**config.mk**
```make
export PLATFORM = sky130hd
export DESIGN_NAME = store_port_arbiter
export DESIGN_NICKNAME = d
export VERILOG_FILES = /design/src/rtl/store_port_arbiter_pkg.sv /design/src/rtl/store_lane_gen.sv /design/src/rtl/store_port_arbiter.sv
export SDC_FILE = /design/constraint.sdc
export NUM_CORES = 1
export LEC_CHECK = 0
export ABC_AREA = 1
export BUFFER_PORTS_ARGS = -buffer_cell sky130_fd_sc_hd__buf_4
export CORE_MARGIN = 5
export CORE_UTILIZATION = 41
export DETAILED_ROUTE_END_ITERATION = 6
export PLACE_DENSITY_LB_ADDON = 0.2
export SETUP_SLACK_MARGIN = 0.3
export SLEW_MARGIN = 20
export SYNTH_ARGS = -nofsm -noshare
export SYNTH_HDL_FRONTEND = slang
export SYNTH_HIERARCHICAL = 1
export SYNTH_SLANG_ARGS = --single-unit
```
**constraint.sdc**
```tcl
create_clock -name clk -period 2.6 [get_ports clk]
set_clock_uncertainty 0.2 [all_clocks]
set_input_delay 0.39 -clock clk [delete_from_list [all_inputs] [get_ports clk]]
set_output_delay 0.39 -clock clk [all_outputs]
set_load 0.005 [all_outputs]
```
**src/rtl/store_port_arbiter_pkg.sv**
```systemverilog
// Shared definitions for the data-memory store port: opcodes, error codes,
// big-endian lane ordering and the arbiter FSM state type.
package store_port_arbiter_pkg;

   localparam logic [5:0] OP_SB = 6'h28;
   localparam logic [5:0] OP_SH = 6'h29;
   localparam logic [5:0] OP_SW = 6'h2B;

   localparam logic [1:0] ERR_NONE       = 2'b00;
   localparam logic [1:0] ERR_MISALIGNED = 2'b01;
   localparam logic [1:0] ERR_ILLEGAL    = 2'b10;

   // Big-endian: byte offset 0 lives in lane 3 (bits 31:24).
   localparam logic [3:0] LANE_BYTE_OFS0 = 4'b1000;
   localparam logic [3:0] LANE_HALF_OFS0 = 4'b1100;
   localparam logic [3:0] LANE_WORD      = 4'b1111;

   typedef enum logic {
      ST_IDLE  = 1'b0,
      ST_ISSUE = 1'b1
   } arb_state_e;

endpackage

```
**src/rtl/store_lane_gen.sv**
```systemverilog
// Combinational store formatter: opcode + byte offset + data -> byte-lane
// enables, lane-replicated data and alignment/opcode legality flags.
module store_lane_gen
   import store_port_arbiter_pkg::*;
(
   input  logic [5:0]  opcode_i,
   input  logic [1:0]  offset_i,
   input  logic [31:0] data_i,
   output logic [3:0]  we_o,
   output logic [31:0] din_o,
   output logic        misaligned_o,
   output logic        illegal_o
);

   always_comb begin
      we_o         = 4'b0000;
      din_o        = 32'h0;
      misaligned_o = 1'b0;
      illegal_o    = 1'b0;
      case (opcode_i)
         OP_SB: begin
            we_o  = LANE_BYTE_OFS0 >> offset_i;
            din_o = {4{data_i[7:0]}};
         end
         OP_SH: begin
            if (offset_i[0]) begin
               misaligned_o = 1'b1;
            end else begin
               we_o  = LANE_HALF_OFS0 >> offset_i;
               din_o = {2{data_i[15:0]}};
            end
         end
         OP_SW: begin
            if (offset_i != 2'b00) begin
               misaligned_o = 1'b1;
            end else begin
               we_o  = LANE_WORD;
               din_o = data_i;
            end
         end
         default: illegal_o = 1'b1;
      endcase
   end

endmodule

```
**src/rtl/store_port_arbiter.sv**
```systemverilog
// Round-robin arbiter sharing the data-memory write port between the CPU
// MEM stage (requester 0) and the debug loader (requester 1).
module store_port_arbiter
   import store_port_arbiter_pkg::*;
#(
   parameter int   ADDR_W        = 12,
   parameter logic ARB_RESET_PRI = 1'b0
)
(
   input  logic              clk,
   input  logic              rst_n,
   input  logic              req0_valid,
   output logic              req0_ready,
   input  logic [5:0]        req0_opcode,
   input  logic [31:0]       req0_addr,
   input  logic [31:0]       req0_data,
   input  logic              req1_valid,
   output logic              req1_ready,
   input  logic [5:0]        req1_opcode,
   input  logic [31:0]       req1_addr,
   input  logic [31:0]       req1_data,
   output logic              mem_en,
   output logic [3:0]        mem_we,
   output logic [ADDR_W-1:0] mem_addr,
   output logic [31:0]       mem_din,
   input  logic              mem_ack,
   output logic              err_valid,
   output logic [1:0]        err_code,
   output logic              err_src
);

   arb_state_e        state_q, state_d;
   logic              last_grant_q;
   logic              gnt_valid;
   logic              gnt_sel;

   logic              mem_en_q;
   logic [3:0]        mem_we_q;
   logic [ADDR_W-1:0] mem_addr_q;
   logic [31:0]       mem_din_q;
   logic              err_valid_q;
   logic [1:0]        err_code_q;
   logic              err_src_q;

   logic [5:0]        sel_opcode;
   logic [31:0]       sel_addr;
   logic [31:0]       sel_data;
   logic [3:0]        lg_we;
   logic [31:0]       lg_din;
   logic              lg_misaligned;
   logic              lg_illegal;
   logic              lg_bad;
   logic              addr_hi_unused;

   assign sel_opcode = gnt_sel ? req1_opcode : req0_opcode;
   assign sel_addr   = gnt_sel ? req1_addr   : req0_addr;
   assign sel_data   = gnt_sel ? req1_data   : req0_data;

   store_lane_gen u_lane_gen (
      .opcode_i     (sel_opcode),
      .offset_i     (sel_addr[1:0]),
      .data_i       (sel_data),
      .we_o         (lg_we),
      .din_o        (lg_din),
      .misaligned_o (lg_misaligned),
      .illegal_o    (lg_illegal)
   );

   assign lg_bad         = lg_misaligned | lg_illegal;
   assign addr_hi_unused = ^sel_addr[31:ADDR_W+2];

   // Grant and ready are purely combinational and only exist in IDLE.
   always_comb begin
      state_d    = state_q;
      gnt_valid  = 1'b0;
      gnt_sel    = 1'b0;
      req0_ready = 1'b0;
      req1_ready = 1'b0;
      case (state_q)
         ST_IDLE: begin
            if (req0_valid && req1_valid) begin
               gnt_valid = 1'b1;
               gnt_sel   = ~last_grant_q;
            end else if (req0_valid) begin
               gnt_valid = 1'b1;
               gnt_sel   = 1'b0;
            end else if (req1_valid) begin
               gnt_valid = 1'b1;
               gnt_sel   = 1'b1;
            end
            req0_ready = gnt_valid & ~gnt_sel;
            req1_ready = gnt_valid &  gnt_sel;
            if (gnt_valid && !lg_bad) begin
               state_d = ST_ISSUE;
            end
         end
         ST_ISSUE: begin
            if (mem_ack) begin
               state_d = ST_IDLE;
            end
         end
         default: state_d = ST_IDLE;
      endcase
   end

   always_ff @(posedge clk) begin
      if (!rst_n) begin
         state_q      <= ST_IDLE;
         last_grant_q <= ~ARB_RESET_PRI;
         mem_en_q     <= 1'b0;
         mem_we_q     <= 4'b0000;
         mem_addr_q   <= '0;
         mem_din_q    <= 32'h0;
         err_valid_q  <= 1'b0;
         err_code_q   <= ERR_NONE;
         err_src_q    <= 1'b0;
      end else begin
         state_q     <= state_d;
         err_valid_q <= 1'b0;
         err_code_q  <= ERR_NONE;
         err_src_q   <= 1'b0;
         if (gnt_valid) begin
            last_grant_q <= gnt_sel;
            if (lg_bad) begin
               // A rejected store is consumed here; it never reaches memory.
               err_valid_q <= 1'b1;
               err_code_q  <= lg_illegal ? ERR_ILLEGAL : ERR_MISALIGNED;
               err_src_q   <= gnt_sel;
            end else begin
               mem_en_q   <= 1'b1;
               mem_we_q   <= lg_we;
               mem_addr_q <= sel_addr[ADDR_W+1:2];
               mem_din_q  <= lg_din;
            end
         end else if (state_q == ST_ISSUE && mem_ack) begin
            mem_en_q   <= 1'b0;
            mem_we_q   <= 4'b0000;
            mem_addr_q <= '0;
            mem_din_q  <= 32'h0;
         end
      end
   end

   assign mem_en    = mem_en_q;
   assign mem_we    = mem_we_q;
   assign mem_addr  = mem_addr_q;
   assign mem_din   = mem_din_q;
   assign err_valid = err_valid_q;
   assign err_code  = err_code_q;
   assign err_src   = err_src_q;

endmodule

```
==> key figures <==
Floorplan
  • Initial Util: 0.415
  • Die width: about 110 um
  • Row cnt: 35
  • Die Y: 106 um
  • CORE AREA: 0.00911 sq mm
  • Die area: 0.0112 sq mm
  • I/O pins: 200

STA
  • Min Hold Slack: 0.0798 ns
  • Final setup vio count: 0
  • Setup ws final: 0.325 ns
  • Setup total negative slack: 0 ns
  • Fmax: 0.439 GHz
  • Fin crit share: 0.875
  • RSZ-0062 raised after global routing: yes
  • Final worst path period need: roughly 2.3 ns
  • Worst-Margin Slew: 0.623 ns
  • Relative slew slack: 0.585
  • Final hold violations: 0
  • Pins over their slew limit: 0

Route
  • Via density: roughly 5.3
  • Initial drt markers: about 380
  • Drt wl/cell: 15.6 um
  • Vias: between 4000 and 5000
  • DR pass1 iterations: 5
  • DRT Wirelength: 14200 um
  • Antenna viol nets, final: 0
  • Residual DRC: 0

GRT
  • Vias in the first global route: 4422
  • Congestion Overflow GR: 0
  • Initial antenna violation count: 0
  • Largest net degree at the start of global routing: 52
  • First-pass GRT wire length: 21100 um
  • GRT Util Overall: 0.224

Logic synthesis
  • Cell Area, Synth: 0.00378 sq mm
  • Share of the synthesized area in the top cell type: 0.291
  • Synth area leaders: dfxtp_1 (29%), nand2_1 (19%), nand3_1 (18%)
  • Synth Area in XOR/XNOR: 0
  • Post-synthesis sequential area ratio: 0.291
  • Mux cell area share after synthesis: 0
  • Yosys Warn Count: 6
  • Flops & latches, synth: 55
  • Main combinational cell family by area after synthesis: simple AND/OR/NAND/NOR gates
  • Synth Area in Compound Gates: 0.0802
  • Primary FF master, synth: dfxtp_1
  • Post-synth top area cell: dfxtp_1
  • Asr flop ratio synth: 0
  • Adder-cell share of the synthesized area: 0
  • Mapped Cells: 635
  • Mean Syn Cell Area: 5.95 sq um
  • Post-synth EDFFs: 0
  • Synth Area in Simple Gates: 0.507
  • Syn_nets: 780
  • Synth unique cells: 21

CTS
  • Clk sinks: 55
  • Hold buffers post-CTS: 0
  • Clock transition at path regs: 0.10 ns
  • CTS root buf: clkbuf_8
  • CTS tree: built
  • Max clock buf depth: 2
  • CTS buffer count: 5
  • Insertion delay to the later sink of the worst-skew pair: roughly 0.30 ns
  • H-tree depth: 2

Final layout
  • Layout Nets: 945
  • Final Cell Area: 0.00563 sq mm
  • Number of antenna diodes: 0
  • Area added between synthesis and finish: 49.1%
  • Share of layout cells above drive strength 1: 0.340

Status
  • Run status: completed

Setup path
  • Worst Path Required: 2.63 ns
  • Critical path origin: state_q
  • Worst R2R End: mem_din[17]
  • CP Launch Type: flop
  • Reg2reg setup slack: 0.32 ns
  • WP data arrival: around 2.3 ns
  • Critical path fanouts, max: 6
  • RR Startpoint: state_q
  • Critical path class: flop to flop
  • Worst setup path endpoint: mem_din[17]
  • Setup crit end kind: flop
  • Worst Reg-to-Reg Cells: 14

Power
  • Power share of the clock group: 0.250
  • Max IR drop VDD: 0.215 mV
  • Final Power: 0.00200 W
  • Power share of the combinational group: 0.321
  • Part of the power in registers: 0.429
  • Pwr dens: between 300 and 400 mW/mm^2
  • Switching Share: 0.334
  • Sw power: 0.000667 W
  • Int Pwr: 0.00133 W
  • Leakage: 2.87 nW

Place
  • Port-buffer cells: about 160
  • GPL Wtd Cong: 0.867
  • Pre-CTS setup slack: 0.0351 ns
  • Area after DPL: 0.00513 sq mm
  • Hpwl dp: 9800 um

Min path
  • Worst Hold Class: input pin to flop

Job
  • MaxCap Viol Count: 0
cell type report:
cell class,count,area (sq um)
flip-flops and latches,55,1110
repair buffers,202,1720
fillers,848,3480
multi-input cells,485,2350
well taps,111,139
clock inverters,3,27.5
clock buffers,5,68.8
repair inverters,2,15.0
inverters,49,206
layer usage:
layer	GRT usage	share of wire
met1	0.301	0.43
met2	0.375	0.47
met3	0.0322	0.079
met4	0.0629	0.026
met5	0	0
cell families (layout without fill, tap and decap cells):
family / Yosys count / in the layout
AO/OA/AOI/OAI: 53 / 53
buffers and inverters: 97 / 261
AND/OR/NAND/NOR: 430 / 432
flip-flops: 55 / 55
cells in the mapped netlist (2+ instances only):
master and count:
buf_4 4, nand2_2 12, inv_1 46, dfxtp_1 55, o21ai_0 2, buf_2 25, a21oi_1 41, nand4_1 21
inv_2 3, buf_6 5, nor2_1 58, clkbuf_1 13, nand3_1 138, nand2_1 194, nor2_4 2, nor2_2 2
a21oi_2 10
state kept, by name, summed over array words and instances, names as in the netlist:
| name | cells |
|---|---|
| mem_din | 32 |
| mem_addr | 12 |
| mem_we | 4 |
| err_code | 2 |
| err_src | 1 |
| err_valid | 1 |
| last_grant_q | 1 |
| mem_en | 1 |
| state_q | 1 |
cells in the final DEF, fill, tap and decap left out, types with 7 or more instances in the layout:
cell type and instances:
nand2_1 185, buf_12 7, nor2_1 55, a21oi_1 33, nand4_1 21, nand2_2 19, inv_1 45, a21oi_2 18
nand3_1 136, dfxtp_1 53, buf_4 184
worst max-delay path, cell delays in order, from the launching register on:
cell and delay, ns:
dfxtp_4 0.37, inv_6 0.07, nand3_4 0.16, buf_6 0.16
buf_4 0.12, nand2_1 0.05, nand2_1 0.09, a21oi_2 0.15
nor2_2 0.07, nor2_4 0.17, nand2_8 0.13, inv_6 0.11
buf_8 0.11, nand2_1 0.06, a21oi_1 0.15
stage by stage:
stage                     std cells  utilization
after floorplan                 635            -
after global placement          885        0.563
after detailed placement        885        0.563
after CTS                       895        0.576
after global routing            912        0.618
final                           912        0.618
repair_timing:
| action | 4_1_cts | 5_1_grt |
|---|---|---|
| pin swaps | 1 | 13 |
| resized for setup | 3 | 40 |
| buffers inserted | 2 | 6 |
| endpoints found under the hold margin | 0 | 0 |
| setup endpoints to repair | 49 | 50 |
| gates cloned | 0 | 11 |
power groups by stage:
stage / combinational [W] / clock [W] / sequential [W]
finish: 0.000640 / 0.000499 / 0.000857
global route: 0.000699 / 0.000534 / 0.000858
CTS: 0.000569 / 0.000507 / 0.000858
detailed placement: 0.000562 / 0 / 0.000877
global placement: 0.000555 / 0 / 0.000877
floorplan: 0.000327 / 0 / 0.000878
worst min-delay path by stage:
stage / from / cells past startpoint / to
6_report: rst_n / 2 / last_grant_q
5_1_grt: rst_n / 2 / last_grant_q
4_1_cts: rst_n / 2 / last_grant_q
3_5_place_dp: mem_din[23] / 2 / mem_din[23]
3_3_place_gp: mem_din[17] / 2 / mem_din[17]
2_1_floorplan: mem_din[13] / 2 / mem_din[13]
Note: power is estimated with default switching activity, not from simulation.
